<file path="config.mk">
export PLATFORM = sky130hd
export DESIGN_NAME = qnigma_tcp_sack_sb_flat
export DESIGN_NICKNAME = d
export VERILOG_FILES = /design/src/rtl/qnigma_tcp_sack_sb_if.sv /design/src/rtl/qnigma_tcp_sack_sb.sv /design/src/flat_wrapper.sv
export SDC_FILE = /design/constraint.sdc
export NUM_CORES = 2
export LEC_CHECK = 0
export CAP_MARGIN = 10
export CELL_PAD_IN_SITES_DETAIL_PLACEMENT = 1
export CELL_PAD_IN_SITES_GLOBAL_PLACEMENT = 1
export CORE_ASPECT_RATIO = 0.75
export CORE_MARGIN = 2
export CORE_UTILIZATION = 54
export DETAILED_ROUTE_END_ITERATION = 7
export DONT_BUFFER_PORTS = 1
export PLACE_DENSITY_LB_ADDON = 0.1
export SLEW_MARGIN = 5
export SYNTH_ARGS = -nofsm -noshare
export SYNTH_HDL_FRONTEND = slang
export SYNTH_SLANG_ARGS = --single-unit
</file>
<file path="constraint.sdc">
create_clock -name clk -period 16.91 [get_ports clk]
set_input_delay 2.5365 -clock clk [delete_from_list [all_inputs] [get_ports clk]]
set_output_delay 2.5365 -clock clk [all_outputs]
set_load 0.01 [all_outputs]
</file>
<file path="src/rtl/qnigma_tcp_sack_sb_if.sv">
// SACK scoreboard shared types and the engine-side port bundle.
// Segment SACK option layout and the ACK/hole handshake signals.
package qnigma_tcp_sack_pkg;

  typedef struct packed {
    logic [31:0] left;
    logic [31:0] right;
  } tcp_sack_blk_t;

  typedef struct packed {
    logic [3:0]                val;
    tcp_sack_blk_t [3:0]       blk;
  } tcp_opt_sack_t;

endpackage

interface qnigma_tcp_sack_sb_if;
  import qnigma_tcp_sack_pkg::*;

  logic          ini;
  logic [31:0]   ini_ack;
  logic          upd;
  logic [31:0]   rem_ack;
  tcp_opt_sack_t rem_sack;
  logic          dup_cnd;
  logic [31:0]   snd_nxt;
  logic          hole_req;
  logic [31:0]   una;
  logic          busy;
  logic          hole_done;
  logic          hole_fnd;
  logic [31:0]   hole_start;
  logic [31:0]   hole_stop;
  logic          fast_rtx;
  logic          ovf;

  modport master (
    output ini, ini_ack, upd, rem_ack,
    output rem_sack, dup_cnd, snd_nxt,
    output hole_req,
    input  una, busy, hole_done, hole_fnd,
    input  hole_start, hole_stop,
    input  fast_rtx, ovf
  );

  modport slave (
    input  ini, ini_ack, upd, rem_ack,
    input  rem_sack, dup_cnd, snd_nxt,
    input  hole_req,
    output una, busy, hole_done, hole_fnd,
    output hole_start, hole_stop,
    output fast_rtx, ovf
  );

endinterface

</file>
<file path="src/rtl/qnigma_tcp_sack_sb.sv">
// Transmit-side SACK scoreboard: tracks snd_una, merges SACK blocks
// into disjoint ranges, counts dup ACKs and hands out retransmit holes.
module qnigma_tcp_sack_sb
  import qnigma_tcp_sack_pkg::*;
#(
  parameter int SB_DEPTH   = 4,
  parameter int DUP_THRESH = 3
) (
  input logic                 clk,
  input logic                 rst,
  qnigma_tcp_sack_sb_if.slave sb
);

  localparam int IW = (SB_DEPTH > 1) ? $clog2(SB_DEPTH) : 1;
  localparam int DW = $clog2(DUP_THRESH + 1);

  typedef enum logic [2:0] {
    S_IDLE,
    S_ACK,
    S_TRM,
    S_MRG,
    S_INS,
    S_SCN,
    S_OUT
  } state_t;

  function automatic logic le(
    input logic [31:0] a,
    input logic [31:0] b
  );
    logic [31:0] d;
    d = b - a;
    return !d[31];
  endfunction

  function automatic logic lt(
    input logic [31:0] a,
    input logic [31:0] b
  );
    logic [31:0] d;
    d = a - b;
    return d[31];
  endfunction

  state_t state, state_nxt;

  logic [31:0]   una, hp, ack_q;
  tcp_opt_sack_t sack_q;
  logic          dup_q;
  logic [DW-1:0] dup_cnt;

  logic [31:0]   e_l [SB_DEPTH];
  logic [31:0]   e_r [SB_DEPTH];
  logic [SB_DEPTH-1:0] e_v;

  logic [IW-1:0] idx;
  logic [1:0]    k;
  logic [31:0]   b_l, b_r;
  logic          fnd;
  logic [IW:0]   rty;

  logic [31:0]   hole_start, hole_stop;
  logic          hole_done, hole_fnd;
  logic          fast_rtx, ovf;

  tcp_sack_blk_t cand;
  logic          cand_ok, first, last;
  logic [31:0]   cur_l, cur_r;
  logic          ovl, scn_hit, skip, rty_ok;
  logic          free_ok;
  logic [IW-1:0] free_i;

  always_comb begin
    cand    = sack_q.blk[k];
    cand_ok = sack_q.val[k]
            && lt(cand.left, cand.right)
            && le(una, cand.left)
            && le(cand.right, sb.snd_nxt);
    first   = (idx == '0);
    last    = (idx == IW'(SB_DEPTH - 1));
    // First compare tick works on the raw block, later ones on the union
    cur_l   = first ? cand.left  : b_l;
    cur_r   = first ? cand.right : b_r;
    ovl     = e_v[idx]
            && le(cur_l, e_r[idx])
            && le(e_l[idx], cur_r);
    scn_hit = e_v[idx]
            && le(hp, e_l[idx])
            && (first || !fnd || lt(e_l[idx], b_l));
    skip    = fnd && (b_l == hp);
    rty_ok  = rty < (IW+1)'(SB_DEPTH);
    free_ok = 1'b0;
    free_i  = '0;
    for (int i = SB_DEPTH - 1; i >= 0; i--) begin
      if (!e_v[i]) begin
        free_ok = 1'b1;
        free_i  = IW'(i);
      end
    end
  end

  always_ff @(posedge clk) begin
    if (rst) state <= S_IDLE;
    else     state <= state_nxt;
  end

  always_comb begin
    state_nxt = state;
    unique case (state)
      S_IDLE: begin
        if (sb.upd)           state_nxt = S_ACK;
        else if (sb.hole_req) state_nxt = S_SCN;
      end
      S_ACK: state_nxt = S_TRM;
      S_TRM: if (last) state_nxt = S_MRG;
      S_MRG: begin
        if (!cand_ok) begin
          if (k == 2'd0) state_nxt = S_IDLE;
        end else if (last) begin
          state_nxt = S_INS;
        end
      end
      S_INS: state_nxt = (k == 2'd0) ? S_IDLE : S_MRG;
      S_SCN: if (last) state_nxt = S_OUT;
      S_OUT: state_nxt = (skip && rty_ok) ? S_SCN : S_IDLE;
      default: state_nxt = S_IDLE;
    endcase
    if (sb.ini) state_nxt = S_IDLE;
  end

  always_ff @(posedge clk) begin
    if (rst) begin
      una        <= '0;
      hp         <= '0;
      ack_q      <= '0;
      sack_q     <= '0;
      dup_q      <= 1'b0;
      dup_cnt    <= '0;
      e_v        <= '0;
      for (int i = 0; i < SB_DEPTH; i++) begin
        e_l[i] <= '0;
        e_r[i] <= '0;
      end
      idx        <= '0;
      k          <= '0;
      b_l        <= '0;
      b_r        <= '0;
      fnd        <= 1'b0;
      rty        <= '0;
      hole_start <= '0;
      hole_stop  <= '0;
      hole_done  <= 1'b0;
      hole_fnd   <= 1'b0;
      fast_rtx   <= 1'b0;
      ovf        <= 1'b0;
    end else begin
      hole_done <= 1'b0;
      hole_fnd  <= 1'b0;
      fast_rtx  <= 1'b0;
      ovf       <= 1'b0;
      if (sb.ini) begin
        una     <= sb.ini_ack;
        hp      <= sb.ini_ack;
        e_v     <= '0;
        dup_cnt <= '0;
        idx     <= '0;
        rty     <= '0;
      end else begin
        unique case (state)
          S_IDLE: begin
            idx <= '0;
            rty <= '0;
            if (sb.upd) begin
              ack_q  <= sb.rem_ack;
              sack_q <= sb.rem_sack;
              dup_q  <= sb.dup_cnd;
            end
          end
          S_ACK: begin
            if (lt(una, ack_q) && le(ack_q, sb.snd_nxt)) begin
              una     <= ack_q;
              dup_cnt <= '0;
            end else if (dup_q && ack_q == una
                         && una != sb.snd_nxt
                         && dup_cnt < DW'(DUP_THRESH)) begin
              dup_cnt <= dup_cnt + 1'b1;
              if (dup_cnt == DW'(DUP_THRESH - 1))
                fast_rtx <= 1'b1;
            end
          end
          S_TRM: begin
            if (e_v[idx] && le(e_r[idx], una))
              e_v[idx] <= 1'b0;
            else if (e_v[idx] && lt(e_l[idx], una))
              e_l[idx] <= una;
            idx <= last ? '0 : idx + 1'b1;
            if (last) k <= 2'd3;
          end
          S_MRG: begin
            if (!cand_ok) begin
              if (k == 2'd0) hp <= una;
              else           k  <= k - 1'b1;
            end else begin
              if (ovl) begin
                b_l      <= lt(e_l[idx], cur_l) ? e_l[idx] : cur_l;
                b_r      <= lt(cur_r, e_r[idx]) ? e_r[idx] : cur_r;
                e_v[idx] <= 1'b0;
              end else begin
                b_l <= cur_l;
                b_r <= cur_r;
              end
              idx <= last ? '0 : idx + 1'b1;
            end
          end
          S_INS: begin
            if (free_ok) begin
              e_l[free_i] <= b_l;
              e_r[free_i] <= b_r;
              e_v[free_i] <= 1'b1;
            end else begin
              ovf <= 1'b1;
            end
            if (k == 2'd0) hp <= una;
            else           k  <= k - 1'b1;
            idx <= '0;
          end
          S_SCN: begin
            if (scn_hit) begin
              fnd <= 1'b1;
              b_l <= e_l[idx];
              b_r <= e_r[idx];
            end else if (first) begin
              fnd <= 1'b0;
            end
            idx <= last ? '0 : idx + 1'b1;
          end
          S_OUT: begin
            idx <= '0;
            if (fnd && !skip) begin
              hole_done  <= 1'b1;
              hole_fnd   <= 1'b1;
              hole_start <= hp;
              hole_stop  <= b_l;
              hp         <= b_r;
            end else if (skip) begin
              // Entry starts right at hp: nothing to resend there, look past it
              hp  <= b_r;
              rty <= rty + 1'b1;
              if (!rty_ok) hole_done <= 1'b1;
            end else begin
              hole_done <= 1'b1;
            end
          end
          default: ;
        endcase
      end
    end
  end

  assign sb.una        = una;
  assign sb.busy       = (state != S_IDLE);
  assign sb.hole_done  = hole_done;
  assign sb.hole_fnd   = hole_fnd;
  assign sb.hole_start = hole_start;
  assign sb.hole_stop  = hole_stop;
  assign sb.fast_rtx   = fast_rtx;
  assign sb.ovf        = ovf;

endmodule

</file>
<file path="src/flat_wrapper.sv">
// flat-port wrapper written by rule: the top's interface ports become plain ports
module qnigma_tcp_sack_sb_flat import qnigma_tcp_sack_pkg::*;
#(
  parameter int SB_DEPTH   = 4,
  parameter int DUP_THRESH = 3
)
  (clk, rst, sb_ini, sb_ini_ack, sb_upd, sb_rem_ack, sb_rem_sack, sb_dup_cnd, sb_snd_nxt, sb_hole_req, sb_una, sb_busy, sb_hole_done, sb_hole_fnd, sb_hole_start, sb_hole_stop, sb_fast_rtx, sb_ovf);
  qnigma_tcp_sack_sb_if sb_i ();
  input logic clk;
  input logic rst;
  input wire logic [$bits(sb_i.ini)-1:0] sb_ini;
  input wire logic [$bits(sb_i.ini_ack)-1:0] sb_ini_ack;
  input wire logic [$bits(sb_i.upd)-1:0] sb_upd;
  input wire logic [$bits(sb_i.rem_ack)-1:0] sb_rem_ack;
  input wire logic [$bits(sb_i.rem_sack)-1:0] sb_rem_sack;
  input wire logic [$bits(sb_i.dup_cnd)-1:0] sb_dup_cnd;
  input wire logic [$bits(sb_i.snd_nxt)-1:0] sb_snd_nxt;
  input wire logic [$bits(sb_i.hole_req)-1:0] sb_hole_req;
  output wire logic [$bits(sb_i.una)-1:0] sb_una;
  output wire logic [$bits(sb_i.busy)-1:0] sb_busy;
  output wire logic [$bits(sb_i.hole_done)-1:0] sb_hole_done;
  output wire logic [$bits(sb_i.hole_fnd)-1:0] sb_hole_fnd;
  output wire logic [$bits(sb_i.hole_start)-1:0] sb_hole_start;
  output wire logic [$bits(sb_i.hole_stop)-1:0] sb_hole_stop;
  output wire logic [$bits(sb_i.fast_rtx)-1:0] sb_fast_rtx;
  output wire logic [$bits(sb_i.ovf)-1:0] sb_ovf;
  assign sb_i.ini = sb_ini;
  assign sb_i.ini_ack = sb_ini_ack;
  assign sb_i.upd = sb_upd;
  assign sb_i.rem_ack = sb_rem_ack;
  assign sb_i.rem_sack = sb_rem_sack;
  assign sb_i.dup_cnd = sb_dup_cnd;
  assign sb_i.snd_nxt = sb_snd_nxt;
  assign sb_i.hole_req = sb_hole_req;
  assign sb_una = sb_i.una;
  assign sb_busy = sb_i.busy;
  assign sb_hole_done = sb_i.hole_done;
  assign sb_hole_fnd = sb_i.hole_fnd;
  assign sb_hole_start = sb_i.hole_start;
  assign sb_hole_stop = sb_i.hole_stop;
  assign sb_fast_rtx = sb_i.fast_rtx;
  assign sb_ovf = sb_i.ovf;
  qnigma_tcp_sack_sb #(.SB_DEPTH(SB_DEPTH), .DUP_THRESH(DUP_THRESH)) u_core (.clk(clk), .rst(rst), .sb(sb_i));
endmodule
</file>
==> implementation parameters <==
Parameter                              Value

Critical path
  Data required time of the critical path ... between 15 and 20 ns
  Critical Path Stages ... 16
  Critical-path top delay cell ... sky130_fd_sc_hd__buf_4
  Sequence of cells on the critical path ... buf_4 > mux4_2 > ha_1 > a21o_1 > a21o_1 > a221o_1 > o21ai_1 > a211oi_1 > o311ai_0 > nand3_1 > nor3_4 > buf_4 > o221ai_2 > buf_4 > nand2_1 > buf_4
  Critical-path maximum fanout ... 45
  Category of the most critical setup path ... reg2reg
  CP peak stage delay ... 0.84 ns
  Arrival time worst endpoint ... 7.39 ns
  Worst path top cell family by delay ... buffers and inverters
  CP dominant cell by count ... sky130_fd_sc_hd__buf_4
  Worst path buffer plus inverter count ... 4
  Critical path launch point type ... flip-flop
  Worst setup EP type ... flip-flop
  Worst-case reg-to-reg path depth ... 16

STA
  Hold Violations, Final ... 0
  Final critical delay including setup and external delays ... 7.05 ns
  Least-Margin Pin Slew ... 1.39 ns
  Finish-stage setup viols ... 0
  Unrepaired setup endpoints after global routing ... false
  Setup Total Neg Slack ... 0 ns
  Highest clock frequency the design can meet ... 0.142 GHz
  Final period util ... 0.417
  Number of slew-limit violations in the final report ... 0
  Fin Clk Skew ... roughly 0.026 ns
  Normalized max-slew margin ... 0.0635

Global route
  First-pass GRT wire length ... 258000 um
  Busiest grt layer ... met2
  Total track usage ... 0.443
  Overflow left after global routing ... 0
  Largest net degree at the start of global routing ... between 400 and 500
  Antenna violations before repair ... 20
  Met2 track demand over resource ... 0.632
  Routing usage on met1 ... 0.591
  Met3 Use GR ... 0.177
  Via count of the first global-routing pass ... 35.7k

Logic synthesis
  Synth top area cells ... sky130_fd_sc_hd__dfxtp_1 24%, sky130_fd_sc_hd__edfxtp_1 18%, sky130_fd_sc_hd__ha_1 12%
  Cell taking the most area after synthesis ... sky130_fd_sc_hd__dfxtp_1
  Register bit total from synthesis ... around 760
  Cells after synthesis ... 4466
  Count of yosys warnings during synthesis ... 0
  Synthesized netlist net count ... 5227
  Synth Area per Inst ... 9.61 um2
  Most used DFF post-synth ... sky130_fd_sc_hd__dfxtp_1
  Share of Yosys cell area claimed by the top area cell type ... 0.237
  Area of the mapped netlist ... 42900 um2
  Async SR Flop Fraction ... 0
  Number of flops mapped to enable cells by yosys ... around 260
  Leading cell type by number of instances after synthesis ... sky130_fd_sc_hd__nand2_1
  Top cells by count, synth ... 671 x sky130_fd_sc_hd__nand2_1, 541 x sky130_fd_sc_hd__a21oi_1, 508 x sky130_fd_sc_hd__dfxtp_1
  Register area share after synthesis ... 0.416
  Post-synthesis cell type count ... 79

Layout
  Layout cells sized above 1 ... 0.105
  Number of nets at the end of the flow ... 5134
  Util after Layout ... 0.595
  Area grow syn2layout ... 8.96%
  Number of non-filler instances in the completed layout ... 5502

Clocking
  Post-cts gate resize count ... 0
  Total clock buffers created by CTS ... 80
  Sinks on the clock net ... roughly 760
  Quantity of hold-fixing buffers added after cts ... 0
  CTS H-tree lvls ... 3
  Cell chosen for the clock root ... sky130_fd_sc_hd__clkbuf_16
  Clock slew at reported path FFs ... 0.06 ns
  Clock Tree Buf Depth ... 3
  Clock latency of the later-clocked register in the worst-skew pair ... 0.68 ns
  Buffers inserted during post-CTS setup optimization ... 0
  Clock tree from TritonCTS ... yes

Floorplanning
  Starting Density ... 0.546
  Area of the die ... a little over 80000 um2
  Die outline height ... roughly 250 um
  Site Rows ... 89
  Die Span X ... 329 um
  Core ar. ... 78600 um2
  Boundary pin count ... 463

Detailed routing
  Routed vias ... ~37k
  Number of vias per cell after detailed routing ... 6.77
  Sum of routed wire length over all layers ... around 180000 um
  First-pass iteration count of the detailed router ... 6
  DRC violation total after the first TritonRoute iteration ... between 4k and 5k
  Detail-routed net length per standard cell ... around 34 um
  DRC violation count after routing ... 0
  Final ANT Viol Nets ... 0

Flow run
  Max-cap violations ... 0

Power
  Total power divided by cell area ... between 90 and 100 nW/um2
  Peak ir drop on the vdd network ... 84.8 uV
  Total chip power ... 4.59 mW
  Cell leakage power ... 18.7 nW

Placed design
  Post-DP HPWL ... around 140000 um
  Number of buffers inserted by port buffering ... 0
  Total placed cells including tap cells ... 5337
  GP Congestion ... about 1.0

Worst hold path
  Hold path cells ... 2
  Worst min-delay path category ... reg2reg

Status
  Result of the run ... complete, no violations
-- cells by family after synthesis --
| kind of cell | share of synthesized area |
|---|---|
| fa+ha+maj | 0.116 |
| buf+inv | 0.0475 |
| xor+xnor | 0.0178 |
| mux | 0.119 |
| flops | 0.416 |
| compound gates | 0.138 |
| simple gates | 0.145 |
-- power breakdown --
part	switching, mW	leakage [nW]	total, mW	internal, mW
logic	0.431	10.6	0.650	0.219
clock network	0.827	1.35	1.91	1.09
registers	0.0631	6.79	2.03	1.97
total	1.32	18.7	4.59	3.27
-- cells in the final DEF (no fill, tap or decap), drive strengths merged, types with 26 or more instances in the layout --
| cell | synthesis | final |
|---|---|---|
| nor3 | 27 | 27 |
| inv | 272 | 278 |
| and2 | 132 | 132 |
| dfxtp | 508 | 508 |
| buf | 50 | 72 |
| nand2 | 671 | 671 |
| clkinv | 1 | 33 |
| mux4 | 130 | 130 |
| mux2 | 64 | 64 |
| edfxtp | 256 | 256 |
| xor2 | 71 | 71 |
| o21ai | 78 | 78 |
| nand4 | 74 | 74 |
| a22oi | 32 | 32 |
| clkbuf | 197 | 95 |
| ha | 399 | 399 |
| a21oi | 543 | 543 |
| a21o | 48 | 48 |
| nand3 | 37 | 37 |
| mux2i | 135 | 135 |
| o2bb2ai | 64 | 64 |
| nor4 | 26 | 26 |
| nor2 | 391 | 391 |
| a211oi | 56 | 56 |
-- path summary, 6_finish.rpt --
path / startpoint / end / slack [ns]
max: flip-flop / u_core.e_l[0][12]$_SDFFCE_PN0P_ / 9.86
min reg2reg: u_core.sack_q[220]$_SDFFE_PP0P_ / u_core.sack_q[220]$_SDFFE_PP0P_ / 0.45
max reg2reg: flip-flop / u_core.e_l[0][12]$_SDFFCE_PN0P_ / 9.86
min: u_core.sack_q[220]$_SDFFE_PP0P_ / u_core.sack_q[220]$_SDFFE_PP0P_ / 0.45
-- worst register-to-register path, cell delays in order (launching register included) --
cell	delay, ns
sky130_fd_sc_hd__dfxtp_4	0.64
sky130_fd_sc_hd__buf_4	0.84
sky130_fd_sc_hd__mux4_2	0.76
sky130_fd_sc_hd__ha_1	0.34
sky130_fd_sc_hd__a21o_1	0.17
sky130_fd_sc_hd__a21o_1	0.17
sky130_fd_sc_hd__a221o_1	0.35
sky130_fd_sc_hd__o21ai_1	0.18
sky130_fd_sc_hd__a211oi_1	0.12
sky130_fd_sc_hd__o311ai_0	0.34
sky130_fd_sc_hd__nand3_1	0.51
sky130_fd_sc_hd__nor3_4	0.35
sky130_fd_sc_hd__buf_4	0.43
sky130_fd_sc_hd__o221ai_2	0.16
sky130_fd_sc_hd__buf_4	0.31
sky130_fd_sc_hd__nand2_1	0.59
sky130_fd_sc_hd__buf_4	0.45
-- registers in the layout (all words and copies together) (netlist names), 4 cells and up, named ones only --
| name | count |
|---|---|
| u_core.b_l | 32 |
| u_core.hp | 32 |
| u_core.sb.una | 32 |
| u_core.sack_q | 260 |
| u_core.b_r | 32 |
| u_core.ack_q | 32 |
| u_core.sb.hole_start | 32 |
| u_core.e_l | 128 |
| u_core.e_r | 128 |
| u_core.e_v | 4 |
| u_core.sb.hole_stop | 32 |
-- routing by layer --
metal,up-vias,wire length (um)
met3,510,25800
met1,18600,72600
li1,15700,-
met5,-,207
met4,8,9360
met2,2372,76600
-- layout make-up --
type,count,area [um2]
Clock inverter,54,639
Fill cell,8673,31900
Multi-Input combinational cell,3182,23200
Antenna cell,16,40.0
Sequential cell,764,17900
Tap cell,1046,1310
Inverter,273,1030
Clock buffer,95,2140
Timing Repair Buffer,72,541
-- stage by stage --
step	instance area (um2)	setup WS [ns]	hold slack [ns]
6_report	46700	9.86	0.449
5_1_grt	46700	9.58	0.467
4_1_cts	46700	9.95	0.450
3_5_place_dp	43900	10.0	0.441
3_3_place_gp	43900	10.20	0.436
2_1_floorplan	42900	9.82	0.433
Note: power is estimated with default switching activity, not from simulation.
